### src/rtl/i2c_slave_if.sv
// Pad-side I2C signals between a bus master model and the i2c_slave target.
// SDA is open-drain: the target only asserts sda_oe to pull the line low.
interface i2c_slave_if;
  logic scl_in;
  logic sda_in;
  logic sda_oe;

  modport master (output scl_in, output sda_in, input sda_oe);
  modport slave  (input scl_in, input sda_in, output sda_oe);
endinterface

### src/rtl/i2c_slave.sv
// I2C target with a 16 x 8 register file, auto-incrementing pointer and
// open-drain SDA; the bus is oversampled by the 100 MHz system clock.
module i2c_slave #(
  parameter logic [6:0] SLAVE_ADDR = 7'h50
) (
  input  logic        clk100mhz,
  input  logic        res,
  i2c_slave_if.slave  bus,
  output logic        wr_strobe,
  output logic [3:0]  wr_addr,
  output logic [7:0]  wr_data,
  output logic        busy,
  input  logic [3:0]  dbg_addr,
  output logic [7:0]  dbg_data
);

  typedef enum logic [3:0] {
    S_IDLE, S_ADDR, S_ADDR_ACK, S_REG, S_REG_ACK,
    S_WDATA, S_WDATA_ACK, S_RDATA, S_RDATA_ACK, S_IGNORE
  } state_e;

  // [0] first sync stage, [1] synchronized level, [2] previous level
  logic [2:0] scl_sync_q, scl_sync_d, sda_sync_q, sda_sync_d;
  logic       scl_rise_q, scl_rise_d, scl_fall_q, scl_fall_d;
  logic       start_q, start_d, stop_q, stop_d;

  state_e     state_q, state_d;
  logic [3:0] bit_cnt_q, bit_cnt_d;
  logic [7:0] shift_q, shift_d;
  logic       rw_q, rw_d;
  logic [3:0] ptr_q, ptr_d;
  logic       sda_oe_q, sda_oe_d;
  logic       busy_q, busy_d;
  logic       wr_strobe_q, wr_strobe_d;
  logic [3:0] wr_addr_q, wr_addr_d;
  logic [7:0] wr_data_q, wr_data_d;
  logic [7:0] regfile_q [16];
  logic [7:0] regfile_d [16];
  logic [7:0] rx_byte, rd_byte;

  always_comb begin
    scl_sync_d = {scl_sync_q[1:0], bus.scl_in};
    sda_sync_d = {sda_sync_q[1:0], bus.sda_in};
    scl_rise_d = scl_sync_q[1] & ~scl_sync_q[2];
    scl_fall_d = ~scl_sync_q[1] & scl_sync_q[2];
    start_d    = sda_sync_q[2] & ~sda_sync_q[1] & scl_sync_q[1];
    stop_d     = ~sda_sync_q[2] & sda_sync_q[1] & scl_sync_q[1];
  end

  always_comb begin
    state_d     = state_q;
    bit_cnt_d   = bit_cnt_q;
    shift_d     = shift_q;
    rw_d        = rw_q;
    ptr_d       = ptr_q;
    sda_oe_d    = sda_oe_q;
    busy_d      = busy_q;
    wr_strobe_d = 1'b0;
    wr_addr_d   = wr_addr_q;
    wr_data_d   = wr_data_q;
    regfile_d   = regfile_q;
    rx_byte     = {shift_q[6:0], sda_sync_q[1]};
    rd_byte     = regfile_q[ptr_q];

    if (stop_q) begin
      state_d  = S_IDLE;
      busy_d   = 1'b0;
      sda_oe_d = 1'b0;
    end else if (start_q) begin
      state_d   = S_ADDR;
      bit_cnt_d = '0;
      sda_oe_d  = 1'b0;
    end else begin
      unique case (state_q)
        S_ADDR, S_REG, S_WDATA: begin
          if (scl_rise_q) begin
            shift_d   = rx_byte;
            bit_cnt_d = bit_cnt_q + 4'd1;
            if (bit_cnt_q == 4'd7) begin
              bit_cnt_d = '0;
              if (state_q == S_ADDR) begin
                if (rx_byte[7:1] == SLAVE_ADDR) begin
                  state_d = S_ADDR_ACK;
                  busy_d  = 1'b1;
                  rw_d    = rx_byte[0];
                end else begin
                  state_d = S_IGNORE;
                  busy_d  = 1'b0;
                end
              end else if (state_q == S_REG) begin
                ptr_d   = rx_byte[3:0];
                state_d = S_REG_ACK;
              end else begin
                regfile_d[ptr_q] = rx_byte;
                wr_strobe_d      = 1'b1;
                wr_addr_d        = ptr_q;
                wr_data_d        = rx_byte;
                ptr_d            = ptr_q + 4'd1;
                state_d          = S_WDATA_ACK;
              end
            end
          end
        end
        // sda_oe_q marks the ACK phase: set on the first fall, cleared on the second.
        S_ADDR_ACK, S_REG_ACK, S_WDATA_ACK: begin
          if (scl_fall_q) begin
            if (!sda_oe_q) begin
              sda_oe_d = 1'b1;
            end else begin
              sda_oe_d  = 1'b0;
              bit_cnt_d = '0;
              if (state_q == S_ADDR_ACK && rw_q) begin
                state_d  = S_RDATA;
                shift_d  = rd_byte;
                sda_oe_d = ~rd_byte[7];
              end else if (state_q == S_ADDR_ACK) begin
                state_d = S_REG;
              end else begin
                state_d = S_WDATA;
              end
            end
          end
        end
        // bit_cnt_q == 8 means a byte load is pending after the master's ACK.
        S_RDATA: begin
          if (scl_fall_q) begin
            if (bit_cnt_q == 4'd8) begin
              shift_d   = rd_byte;
              sda_oe_d  = ~rd_byte[7];
              bit_cnt_d = '0;
            end else if (bit_cnt_q == 4'd7) begin
              sda_oe_d = 1'b0;
              ptr_d    = ptr_q + 4'd1;
              state_d  = S_RDATA_ACK;
            end else begin
              shift_d   = {shift_q[6:0], 1'b0};
              sda_oe_d  = ~shift_q[6];
              bit_cnt_d = bit_cnt_q + 4'd1;
            end
          end
        end
        S_RDATA_ACK: begin
          if (scl_rise_q) begin
            if (!sda_sync_q[1]) begin
              state_d   = S_RDATA;
              bit_cnt_d = 4'd8;
            end else begin
              state_d = S_IGNORE;
            end
          end
        end
        default: begin
        end
      endcase
    end
  end

  always_ff @(posedge clk100mhz) begin
    if (res) begin
      scl_sync_q  <= '1;
      sda_sync_q  <= '1;
      scl_rise_q  <= 1'b0;
      scl_fall_q  <= 1'b0;
      start_q     <= 1'b0;
      stop_q      <= 1'b0;
      state_q     <= S_IDLE;
      bit_cnt_q   <= '0;
      shift_q     <= '0;
      rw_q        <= 1'b0;
      ptr_q       <= '0;
      sda_oe_q    <= 1'b0;
      busy_q      <= 1'b0;
      wr_strobe_q <= 1'b0;
      wr_addr_q   <= '0;
      wr_data_q   <= '0;
      for (int unsigned i = 0; i < 16; i++) regfile_q[i] <= '0;
    end else begin
      scl_sync_q  <= scl_sync_d;
      sda_sync_q  <= sda_sync_d;
      scl_rise_q  <= scl_rise_d;
      scl_fall_q  <= scl_fall_d;
      start_q     <= start_d;
      stop_q      <= stop_d;
      state_q     <= state_d;
      bit_cnt_q   <= bit_cnt_d;
      shift_q     <= shift_d;
      rw_q        <= rw_d;
      ptr_q       <= ptr_d;
      sda_oe_q    <= sda_oe_d;
      busy_q      <= busy_d;
      wr_strobe_q <= wr_strobe_d;
      wr_addr_q   <= wr_addr_d;
      wr_data_q   <= wr_data_d;
      regfile_q   <= regfile_d;
    end
  end

  assign bus.sda_oe = sda_oe_q;
  assign wr_strobe  = wr_strobe_q;
  assign wr_addr    = wr_addr_q;
  assign wr_data    = wr_data_q;
  assign busy       = busy_q;
  assign dbg_data   = regfile_q[dbg_addr];

endmodule
### src/flat_wrapper.sv
// flat-port wrapper written by rule: the top's interface ports become plain ports
module i2c_slave_flat 
#(
  parameter logic [6:0] SLAVE_ADDR = 7'h50
)
  (clk100mhz, res, wr_strobe, wr_addr, wr_data, busy, dbg_addr, dbg_data, bus_scl_in, bus_sda_in, bus_sda_oe);
  i2c_slave_if bus_i ();
  input  logic clk100mhz;
  input  logic res;
  output logic wr_strobe;
  output logic [3:0] wr_addr;
  output logic [7:0] wr_data;
  output logic busy;
  input  logic [3:0] dbg_addr;
  output logic [7:0] dbg_data;
  input wire logic [$bits(bus_i.scl_in)-1:0] bus_scl_in;
  input wire logic [$bits(bus_i.sda_in)-1:0] bus_sda_in;
  output wire logic [$bits(bus_i.sda_oe)-1:0] bus_sda_oe;
  assign bus_i.scl_in = bus_scl_in;
  assign bus_i.sda_in = bus_sda_in;
  assign bus_sda_oe = bus_i.sda_oe;
  i2c_slave #(.SLAVE_ADDR(SLAVE_ADDR)) u_core (.clk100mhz(clk100mhz), .res(res), .bus(bus_i), .wr_strobe(wr_strobe), .wr_addr(wr_addr), .wr_data(wr_data), .busy(busy), .dbg_addr(dbg_addr), .dbg_data(dbg_data));
endmodule
### config.mk
export PLATFORM = sky130hd
export DESIGN_NAME = i2c_slave_flat
export DESIGN_NICKNAME = d
export VERILOG_FILES = /design/src/rtl/i2c_slave_if.sv /design/src/rtl/i2c_slave.sv /design/src/flat_wrapper.sv
export SDC_FILE = /design/constraint.sdc
export NUM_CORES = 1
export LEC_CHECK = 0
export CAP_MARGIN = 20
export CORE_MARGIN = 1.5
export CORE_UTILIZATION = 51
export DETAILED_ROUTE_END_ITERATION = 12
export GPL_TIMING_DRIVEN = 1
export HOLD_SLACK_MARGIN = 0.12
export PLACE_DENSITY_LB_ADDON = 0.15
export SLEW_MARGIN = 10
export SYNTH_ARGS = -nofsm -noshare
export SYNTH_HDL_FRONTEND = slang
export SYNTH_SLANG_ARGS = --single-unit
### constraint.sdc
create_clock -name clk100mhz -period 6.03 [get_ports clk100mhz]
set_input_delay 1.206 -clock clk100mhz [delete_from_list [all_inputs] [get_ports clk100mhz]]
set_output_delay 1.206 -clock clk100mhz [all_outputs]
set_load 0.1 [all_outputs]
==> results of run 1 <==
-- logic make-up after synthesis --
group | after synthesis | synth area share [%]
flops | 173 | 39.50
mux | 96 | 22.52
fa+ha+maj | 6 | 0.8563
buf+inv | 100 | 4.752
simple gates | 398 | 20.19
compound gates | 187 | 11.97
xor+xnor | 2 | 0.1998
-- power breakdown --
| part | total, mW | internal, mW | leakage [nW] | switching (mW) |
|---|---|---|---|---|
| Sequential | 1.24 | 1.16 | 1.40 | 0.0784 |
| Clock | 1.14 | 0.625 | 0.291 | 0.510 |
| Combinational | 0.330 | 0.127 | 1.34 | 0.203 |
-- worst register-to-register path, cell delays in order (launching register included) --
cell and delay, ns:
dfxtp_1 0.77, or4b_1 0.57, nor3_4 0.75, buf_4 0.41, and3_1 0.41, nand2_1 0.10
a21oi_1 0.18
-- layer usage --
metal,global-route usage (%),share of wire [%],vias to the layer above
met4,8.303,1.4,0
met2,40.12,44,365
li1,-,-,3354
met3,6.652,10,22
met1,42.57,44,3439
met5,0,0,-
-- worst min-delay path by stage --
stage | from | endpoint | depth (start not counted)
2_1_floorplan | u_core.sda_sync_q[2] | u_core.stop_q | 1
3_3_place_gp | u_core.sda_sync_q[0] | u_core.sda_sync_q[1] | 1
3_5_place_dp | u_core.scl_sync_q[0] | u_core.scl_sync_q[1] | 1
4_1_cts | u_core.sda_sync_q[0] | u_core.sda_sync_q[1] | 1
5_1_grt | u_core.scl_sync_q[0] | u_core.scl_sync_q[1] | 1
6_report | u_core.scl_sync_q[0] | u_core.scl_sync_q[1] | 1
-- metrics by stage --
| step | power [mW] | hold slack [ns] | util [%] | worst slack [ns] | instances |
|---|---|---|---|---|---|
| floorplan | 1.504 | 0.3892 | - | 1.381 | 962 |
| global placement | 1.593 | 0.3944 | 53.98 | 1.541 | 1132 |
| detailed placement | 1.592 | 0.3994 | 54.02 | 1.480 | 1133 |
| CTS | 2.713 | 0.4148 | 57.65 | 1.488 | 1165 |
| global route | 2.798 | 0.4461 | 57.66 | 1.386 | 1166 |
| finish | 2.709 | 0.4126 | 57.66 | 1.517 | 1166 |
-- layout make-up --
class                   instances  area (um^2)
well taps                     220        275.3
clock buffers                  17        425.4
clock inverters                15        180.2
flip-flops and latches        173         3466
repair buffers                 41        350.3
inverters                      10        37.54
multi-input cells             689         4893
fillers                      1487         7071
diodes                          1        2.502
-- cell usage in the layout, fill, tap and decap left out, drive strengths merged, types with 17 or more instances in the layout --
cell	n
clkbuf	17
nand3	21
nor2	27
a21oi	145
clkdlybuf4s50	19
buf	22
dfxtp	173
and3	17
nand2	279
mux4	80
-- sequential cells by signal, indices dropped and copies added, names as in the netlist --
name and cells:
u_core.bus.sda_oe 1, u_core.wr_data 8, u_core.wr_addr 4, u_core.wr_strobe 1, u_core.scl_fall_q 1, u_core.shift_q 7, u_core.ptr_q 4, u_core.bit_cnt_q 4
u_core.rw_q 1, u_core.scl_rise_q 1, u_core.scl_sync_q 3, u_core.sda_sync_q 3, u_core.busy 1, u_core.regfile_q 128, u_core.state_q 4, u_core.start_q 1
u_core.stop_q 1
==> summary.txt, run 1 <==
Place
  – Final GP Congestion: approximately 0.87
  – Placed wire-length estimate: 16760 um
  – Placed cell area: 9022 um^2
  – Port Buf Inserts: 30

Layout
  – Final layout net count: 946
  – Layout cells sized above 1: about 16%
  – Finished Cell Area: 9630 um^2
  – Synth-to-Final Area Change: 9.847%

Global route
  – Final global-route overflow total: 0
  – Initial antenna violation count: 2
  – First-pass GRT wire length: 38050 um
  – Number of global-route vias before repair: 6404
  – Largest net degree at the start of global routing: around 100
  – GRT Total Usage: 28.15%

STA
  – Fmax achieved: 221.6 MHz
  – Rel. slew slack: a little over a quarter
  – RSZ-0062 raised after global routing: no
  – Final period util: 74.84%
  – Worst Skew: between 0.01 and 0.015 ns
  – Slew @ Worst Pin: between 1 and 1.5 ns
  – Period minus WS final: approximately 4.5 ns
  – Final setup violation count: 0
  – Final Hold Vio Count: 0
  – Final slew viol count: 0
  – Setup TNS: 0 ns

Yosys
  – Synth Instances: 962
  – Mapped cell area: 8767 um^2
  – Largest area contributor in the netlist: dfxtp_1
  – Mean Syn Cell Area: 9.113 um^2
  – Synth Flop Type: dfxtp_1
  – Top post-synthesis cells by area: dfxtp_1, mux4_2, nand2_1
  – Register area share after synthesis: around two fifths
  – Ys async rst share: 0%
  – Area share of the largest cell type after synthesis: between 30% and 40%
  – Count leader, synth: nand2_1
  – Syn. warnings: 0
  – Synth Register Bits: between 150 and 200
  – Syn nets: 976
  – Unique masters post-synth: 59
  – Post-synth EDFFs: 0
  – Synth cell count leaders: nand2_1, dfxtp_1, a21oi_1, mux4_2, clkbuf_1

Clocking
  – Htree depth: 4
  – CTS Hold Bufs: 0
  – Inserted Clock Buffers: 17
  – CTS tree: done
  – Clock tree buffer depth: 2
  – Clock Latency Late Sink: about 0.44 ns
  – Clk sinks: 173
  – CTS clock-pin slew for the worst setup and hold paths: 0.07 ns
  – # resized after CTS: 0
  – Post-CTS Setup Bufs: 0
  – Clock root buffer: clkbuf_16

Critical path
  – CP Class: primary input to output port
  – Req. time, crit path: approximately 4.8 ns
  – Cell count along the critical path: 4
  – R2r endpoint: u_core.regfile_q[36]
  – R2R depth: 6
  – Reg-to-reg critical path startpoint: u_core.state_q[2]
  – CP Launch Type: primary input
  – CP max-delay cell: buf_2
  – Crit path max fanout: 32
  – CP max stage delay: 0.70 ns
  – Worst Setup End Kind: output port
  – Critical path launch point: dbg_addr[1]
  – Crit path buffers/inverters: 2
  – Worst Setup EP: dbg_data[3]
  – Worst endpoint data arrival time: between 3 and 4 ns
  – Critical-path cell list: buf_2 > mux4_2 > mux4_2 > buf_4
  – R2r setup slk: ~2.8 ns
  – Most used cell, CP: mux4_2
  – Top cell family by delay on the critical path: multiplexers

Power
  – Max IR drop VDD: roughly 0.21 mV
  – Cell Pwr Density: between 200 and 300 nW/um^2
  – Static Leakage: roughly 3.0 nW

Detailed routing
  – Final ANT Viol Nets: 0
  – DR pass1 iterations: 5
  – Vias/cell: approximately 6.2
  – WL/cell: 21.21 um
  – Initial DRC count: 891
  – Routed wire length: 24730 um
  – Total number of vias: slightly above 7000
  – DRC: 0

Floorplanning
  – Core Area: between 15000 and 20000 um^2
  – Die height: around 130 um
  – Io pins: 31
  – Initial cell density of the core: 52.49%
  – Total die area: 17990 um^2
  – Die X: between 100 and 150 um
  – Row cnt: 47

Status
  – Status: finished clean

Min path
  – Worst Hold Class: flop to flop

Job
  – Maxcap violations: 0
Note: power is estimated with default switching activity, not from simulation.
==> run 2: changes to the inputs <==
- clock period: 6.03 -> 4.6 ns (I/O delays scaled with it)
==> run 2 against run 1 <==
Against the previous run: sequential power grew 32%; first-iteration DRC count up 5.6%; core utilization rose by 0.52 points; clock skew is 0.0043 ns lower; combinational power up 34%; count of clock-buffer cells in the layout increased by 1; power rose by 33%; largest cell class unchanged; largest power group unchanged.
==> summary.txt, run 2 (same netlist as run 1, synthesis figures left out) <==
Min path
  – Hold Path Depth: 1 (unchanged)
  – Worst Hold Class: flop to flop (unchanged)
  – Worst Hold Launch: u_core.sda_sync_q[0] (was u_core.scl_sync_q[0])
  – Min-Delay Endpoint: u_core.sda_sync_q[1] (was u_core.scl_sync_q[1])

Global route
  – Number of global-route vias before repair: 6701 (was 6404)
  – Final global-route overflow total: 0 (unchanged)
  – Gr busiest metal: met2 (was met1)
  – Initial antenna violation count: 1 (was 2)
  – M2 GR Usage: 43.27% (was 40.12%)
  – First-pass GRT wire length: 39560 um (was 38050 um)
  – Largest net degree at the start of global routing: 71 (was 102)
  – Met3 usage in global routing: 6.349% (was 6.652%)
  – Met1 usage: 42.13% (was 42.57%)
  – GRT Total Usage: 29.13% (was 28.15%)

Critical path
  – R2r setup slk: 1.54 ns (was 2.76 ns)
  – Reg-to-reg critical path startpoint: u_core.state_q[2] (unchanged)
  – R2R depth: 6 (unchanged)
  – Top cell family by delay on the critical path: multiplexers (unchanged)
  – Most used cell, CP: mux4_2 (unchanged)
  – Critical path launch point: dbg_addr[0] (was dbg_addr[1])
  – R2r endpoint: u_core.regfile_q[54] (was u_core.regfile_q[36])
  – CP max stage delay: 0.61 ns (was 0.70 ns)
  – Crit path buffers/inverters: 2 (unchanged)
  – CP Class: primary input to output port (unchanged)
  – CP Launch Type: primary input (unchanged)
  – Critical-path cell list: buf_2 > mux4_2 > mux4_2 > buf_4 (unchanged)
  – Worst endpoint data arrival time: 2.87 ns (was 3.31 ns)
  – Worst Setup End Kind: output port (unchanged)
  – CP max-delay cell: mux4_2 (was buf_2)
  – Crit path max fanout: 25 (was 32)
  – Req. time, crit path: 3.68 ns (was 4.82 ns)

Clocking
  – # resized after CTS: 0 (unchanged)
  – Clock tree buffer depth: 2 (unchanged)
  – Post-CTS Setup Bufs: 0 (unchanged)
  – Clk sinks: 173 (unchanged)
  – Clock root buffer: clkbuf_16 (unchanged)
  – CTS tree: done (unchanged)
  – CTS Hold Bufs: 0 (unchanged)
  – Clock Latency Late Sink: 0.44 ns (about the same)
  – Inserted Clock Buffers: 17 (unchanged)
  – CTS clock-pin slew for the worst setup and hold paths: 0.07 ns (about the same)
  – Htree depth: 4 (unchanged)

Detailed routing
  – DR pass1 iterations: 5 (unchanged)
  – WL/cell: 21.39 um (was 21.21 um)
  – Final ANT Viol Nets: 0 (unchanged)
  – Total number of vias: 7228 (was 7180)
  – Vias/cell: 6.183 (was 6.158)
  – Routed wire length: 25000 um (was 24730 um)
  – DRC: 0 (unchanged)
  – Initial DRC count: 941 (was 891)

Power
  – Static Leakage: 3.059 nW (was 3.027 nW)
  – Max IR drop VDD: 0.2902 mV (was 0.2080 mV)
  – Cell Pwr Density: 370.4 nW/um^2 (was 281.3 nW/um^2)

Layout
  – Synth-to-Final Area Change: 10.85% (was 9.847%)
  – Largest register FFs: 128 (unchanged)
  – Finished Cell Area: 9718 um^2 (was 9630 um^2)
  – Most frequent cells in the layout: nand2_1, dfxtp_1, a21oi_1, mux4_2, nor2_1 (unchanged)
  – Layout cells sized above 1: 16.03% (was 15.77%)
  – Biggest register: u_core.regfile_q (unchanged)
  – Reg area: 3466 um^2 (unchanged)
  – Fillers: 1482 (was 1487)
  – Final layout net count: 949 (was 946)
  – Area of the multi-input gates: 4902 um^2 (was 4893 um^2)
  – Most common cell after layout, fill and taps aside: nand2_1 (unchanged)
  – Finished Layout Cells: 1169 (was 1166)

STA
  – Rel. slew slack: 25.43% (was 26.19%)
  – Slew @ Worst Pin: 1.117 ns (was 1.092 ns)
  – Period minus WS final: approximately 3.8 ns
  – Fmax achieved: 263.9 MHz
  – Worst Skew: 0.008883 ns (was 0.01315 ns)
  – RSZ-0062 raised after global routing: no (unchanged)
  – Final slew viol count: 0 (unchanged)
  – Setup TNS: 0 ns (unchanged)
  – Setup ws final: 0.8103 ns (was 1.517 ns)
  – Final Hold Vio Count: 0 (unchanged)
  – Final period util: between 80% and 90%
  – Final setup violation count: 0 (unchanged)

Status
  – Status: finished clean (unchanged)

Place
  – Port Buf Inserts: 30 (unchanged)
  – Final GP Congestion: 0.9458 (was 0.8652)
  – Worst slack at placement: 0.8040 ns (was 1.480 ns)
  – Placed cell area: 9082 um^2 (was 9022 um^2)
  – Placed wire-length estimate: 16980 um (was 16760 um)
  – Dpl cells: 1136 (was 1133)

Floorplanning
  – Row cnt: 47 (unchanged)
  – Initial cell density of the core: 52.49% (unchanged)
  – Die height: 134.1 um (unchanged)
  – Die X: 134.1 um (unchanged)
  – Total die area: 17990 um^2 (unchanged)
  – Io pins: 31 (unchanged)
  – Core Area: 16700 um^2 (unchanged)

Job
  – Maxcap violations: 0 (unchanged)
-- run 2: worst max-delay path by stage --
stage          depth (start not counted)  slack [ns]     endpoint
4_1_cts                                4        0.80  dbg_data[7]
5_1_grt                                5        0.76  dbg_data[2]
3_5_place_dp                           4        0.80  dbg_data[7]
6_report                               4        0.81  dbg_data[7]
2_1_floorplan                          5        0.52  dbg_data[0]
3_3_place_gp                           4        0.86  dbg_data[7]
-- run 2: per-stage QoR --
step                      total power, mW  hold WS, ns  util, %
after global routing                3.736       0.4335    58.19
after detailed placement            2.091       0.3980    54.38
after CTS                           3.607       0.4140    58.12
final                               3.600       0.4114    58.19
after global placement              2.094       0.3902    54.38
after floorplan                     1.972       0.3892        -
-- run 2: layout make-up --
cell class / instances / share of cell area, %
Sequential cell: 173 / 35.66
Antenna cell: 1 / 0.02575
Multi-Input combinational cell: 689 / 50.44
Inverter: 10 / 0.3862
Timing Repair Buffer: 44 / 4.223
Clock buffer: 18 / 4.519
Tap cell: 220 / 2.832
Clock inverter: 14 / 1.906
-- run 2: where the power goes --
group	total [mW]	internal, mW	switching, mW
clock network	1.52	0.882	0.642
registers	1.64	1.53	0.109
logic	0.441	0.170	0.271
-- run 2: metal layers --
layer  vias to the layer above  wire, um
li1                       3354         -
met1                      3432     10480
met2                       401     11250
met3                        41      2623
met4                         0       655
met5                         -         0
-- run 2: worst reg2reg max path, cell delays in order, from the launching register on --
cell and delay [ns]:
dfxtp_1 0.79, or4b_1 0.57, nor3_4 0.47, buf_4 0.45
and3_1 0.43, nand2_1 0.09, a21oi_1 0.19
==> run 3: changes to the inputs <==
- clock period: 4.6 -> 3.3 ns (I/O delays scaled with it)
==> run 3 against run 2 <==
Against the previous run: non-clock buffer count rose by 12; cell count rose by 0.86%; core utilization rose by 0.67 points; sequential share of layout area fell by 0.41 points; largest cell class unchanged.
==> summary.txt, run 3 (same netlist as run 1, synthesis figures left out) <==
Status
  – Status: finished clean (unchanged)

Critical path
  – Reg-to-reg critical path startpoint: u_core.state_q[0] (was u_core.state_q[2])
  – Worst Setup End Kind: output port (unchanged)
  – Worst endpoint data arrival time: 2.37 ns (was 2.87 ns)
  – Crit path max fanout: 23 (was 25)
  – Top cell family by delay on the critical path: multiplexers (unchanged)
  – Critical-path cell list: buf_2 > buf_12 > mux4_2 > mux4_2 > buf_12 (was buf_2 > mux4_2 > mux4_2 > buf_4)
  – R2r setup slk: 0.79 ns (was 1.54 ns)
  – R2r endpoint: u_core.regfile_q[66] (was u_core.regfile_q[54])
  – R2R depth: 6 (unchanged)
  – CP Launch Type: primary input (unchanged)
  – CP Class: primary input to output port (unchanged)
  – Crit path buffers/inverters: 3 (was 2)
  – CP max stage delay: 0.55 ns (was 0.61 ns)
  – Req. time, crit path: 2.64 ns (was 3.68 ns)
  – CP max-delay cell: mux4_2 (unchanged)

Place
  – Final GP Congestion: 0.9192 (was 0.9458)
  – Placed cell area: 9273 um^2 (was 9082 um^2)
  – Worst slack at placement: 0.2539 ns (was 0.8040 ns)
  – Port Buf Inserts: 30 (unchanged)
  – Placed wire-length estimate: 17200 um (was 16980 um)

Layout
  – Largest register FFs: 128 (unchanged)
  – Finished Cell Area: 9831 um^2 (was 9718 um^2)
  – N_diodes: 0 (was 1)
  – Synth-to-Final Area Change: 12.13% (was 10.85%)
  – Most frequent cells in the layout: nand2_1, dfxtp_1, a21oi_1, mux4_2, buf_4 (was nand2_1, dfxtp_1, a21oi_1, mux4_2, nor2_1)
  – Final layout net count: 961 (was 949)
  – Fillers: 1472 (was 1482)
  – Biggest register: u_core.regfile_q (unchanged)
  – Most common cell after layout, fill and taps aside: nand2_1 (unchanged)
  – Layout cells sized above 1: 18.35% (was 16.03%)
  – Post-Route Utilization: 58.86% (was 58.19%)

Min path
  – Worst Hold Class: flop to flop (unchanged)
  – Worst Hold Launch: u_core.scl_sync_q[2] (was u_core.sda_sync_q[0])
  – Min-Delay Endpoint: u_core.scl_rise_q (was u_core.sda_sync_q[1])
  – Hold Path Depth: 1 (unchanged)

STA
  – Slew @ Worst Pin: 0.8784 ns (was 1.117 ns)
  – Setup TNS: 0 ns (unchanged)
  – RSZ-0062 raised after global routing: no (unchanged)
  – Period minus WS final: 3.027 ns
  – Setup ws final: 0.2731 ns (was 0.8103 ns)
  – Worst Skew: 0.01191 ns (was 0.008883 ns)
  – Final period util: 91.72%
  – Final setup violation count: 0 (unchanged)
  – Final Hold Vio Count: 0 (unchanged)
  – Fmax achieved: 330.4 MHz
  – Final slew viol count: 0 (unchanged)
  – Rel. slew slack: 41.36% (was 25.43%)

Power
  – Max IR drop VDD: 0.3672 mV (was 0.2902 mV)
  – Total power: 4.877 mW (was 3.600 mW)
  – Static Leakage: 3.155 nW (was 3.059 nW)
  – Cell Pwr Density: 496.1 nW/um^2 (was 370.4 nW/um^2)

Clocking
  – Clock tree buffer depth: 2 (unchanged)
  – Clk sinks: 173 (unchanged)
  – # resized after CTS: 0 (unchanged)
  – Clock Latency Late Sink: 0.44 ns (about the same)
  – CTS clock-pin slew for the worst setup and hold paths: 0.06 ns (was 0.07 ns)
  – CTS tree: done (unchanged)
  – CTS Hold Bufs: 0 (unchanged)
  – Post-CTS Setup Bufs: 0 (unchanged)
  – Htree depth: 4 (unchanged)
  – Clock root buffer: clkbuf_16 (unchanged)
  – Inserted Clock Buffers: 17 (unchanged)

Floorplanning
  – Initial cell density of the core: 52.49% (unchanged)
  – Die height: 134.1 um (unchanged)
  – Total die area: 17990 um^2 (unchanged)
  – Row cnt: 47 (unchanged)
  – Core Area: 16700 um^2 (unchanged)
  – Io pins: 31 (unchanged)
  – Die X: 134.1 um (unchanged)

Detailed routing
  – Initial DRC count: 929 (was 941)
  – DR pass1 iterations: 5 (unchanged)
  – DRC: 0 (unchanged)
  – Vias/cell: 6.221 (was 6.183)
  – Total number of vias: 7334 (was 7228)
  – Routed wire length: 25090 um (was 25000 um)
  – Final ANT Viol Nets: 0 (unchanged)
  – WL/cell: 21.28 um (was 21.39 um)

Job
  – Maxcap violations: 0 (unchanged)

Global route
  – Initial antenna violation count: 0 (was 1)
  – Largest net degree at the start of global routing: 93 (was 71)
  – GRT Total Usage: 29.58% (was 29.13%)
  – Final global-route overflow total: 0 (unchanged)
  – First-pass GRT wire length: 40450 um (was 39560 um)
  – Number of global-route vias before repair: 6896 (was 6701)
run 3: changes by cell type in the layout (fill, tap and decap cells not counted), sizes merged:
cell,change
buf,+27
bufinv,-2
clkbuf,+2
clkdlybuf4s50,-15
clkinv,+2
clkinvlp,-2
diode,-1
inv,-1
run 3: how the worst max path moves through the flow:
stage	start	end	slack, ns	depth (start not counted)
after floorplan	dbg_addr[0]	dbg_data[0]	0.06	5
after global routing	dbg_addr[1]	dbg_data[3]	0.21	5
final	dbg_addr[1]	dbg_data[0]	0.27	5
after global placement	dbg_addr[1]	dbg_data[3]	0.27	5
after detailed placement	dbg_addr[1]	dbg_data[0]	0.25	5
after CTS	dbg_addr[1]	dbg_data[0]	0.25	5
run 3: power by group:
| group | switching, mW | internal [mW] |
|---|---|---|
| Clock | 0.877 | 1.06 |
| Sequential | 0.0569 | 2.13 |
| Combinational | 0.476 | 0.274 |
run 3: per-stage QoR:
| stage | hold slack [ns] | std cells |
|---|---|---|
| 2_1_floorplan | 0.3892 | 962 |
| 3_3_place_gp | 0.3933 | 1148 |
| 4_1_cts | 0.4130 | 1179 |
| 3_5_place_dp | 0.4000 | 1148 |
| 5_1_grt | 0.4294 | 1179 |
| 6_report | 0.4094 | 1179 |
run 3: worst reg2reg max path: cells and delay by family, from the launching register on:
family	cells	cell delay, ns
buffers and inverters	1	0.24
AND/OR/NAND/NOR	4	1.24
flip-flops	1	0.75
AO/OA/AOI/OAI	1	0.19
run 3: layout make-up:
| cell class | count | area (um^2) | area share [%] |
|---|---|---|---|
| Sequential cell | 173 | 3466 | 35.26 |
| Tap cell | 220 | 275.3 | 2.800 |
| Clock buffer | 20 | 446.7 | 4.544 |
| Clock inverter | 11 | 111.4 | 1.133 |
| Multi-Input combinational cell | 689 | 4893 | 49.78 |
| Inverter | 10 | 37.54 | 0.3818 |
| Timing Repair Buffer | 56 | 600.6 | 6.109 |
run 3: metal layers:
| metal | vias up | part of all wire, % | track usage [%] |
|---|---|---|---|
| li1 | 3388 | - | - |
| met1 | 3582 | 46 | 44.96 |
| met2 | 339 | 43 | 42.50 |
| met3 | 22 | 9.6 | 6.614 |
| met4 | 3 | 1.6 | 8.065 |
| met5 | - | 0.16 | 0 |
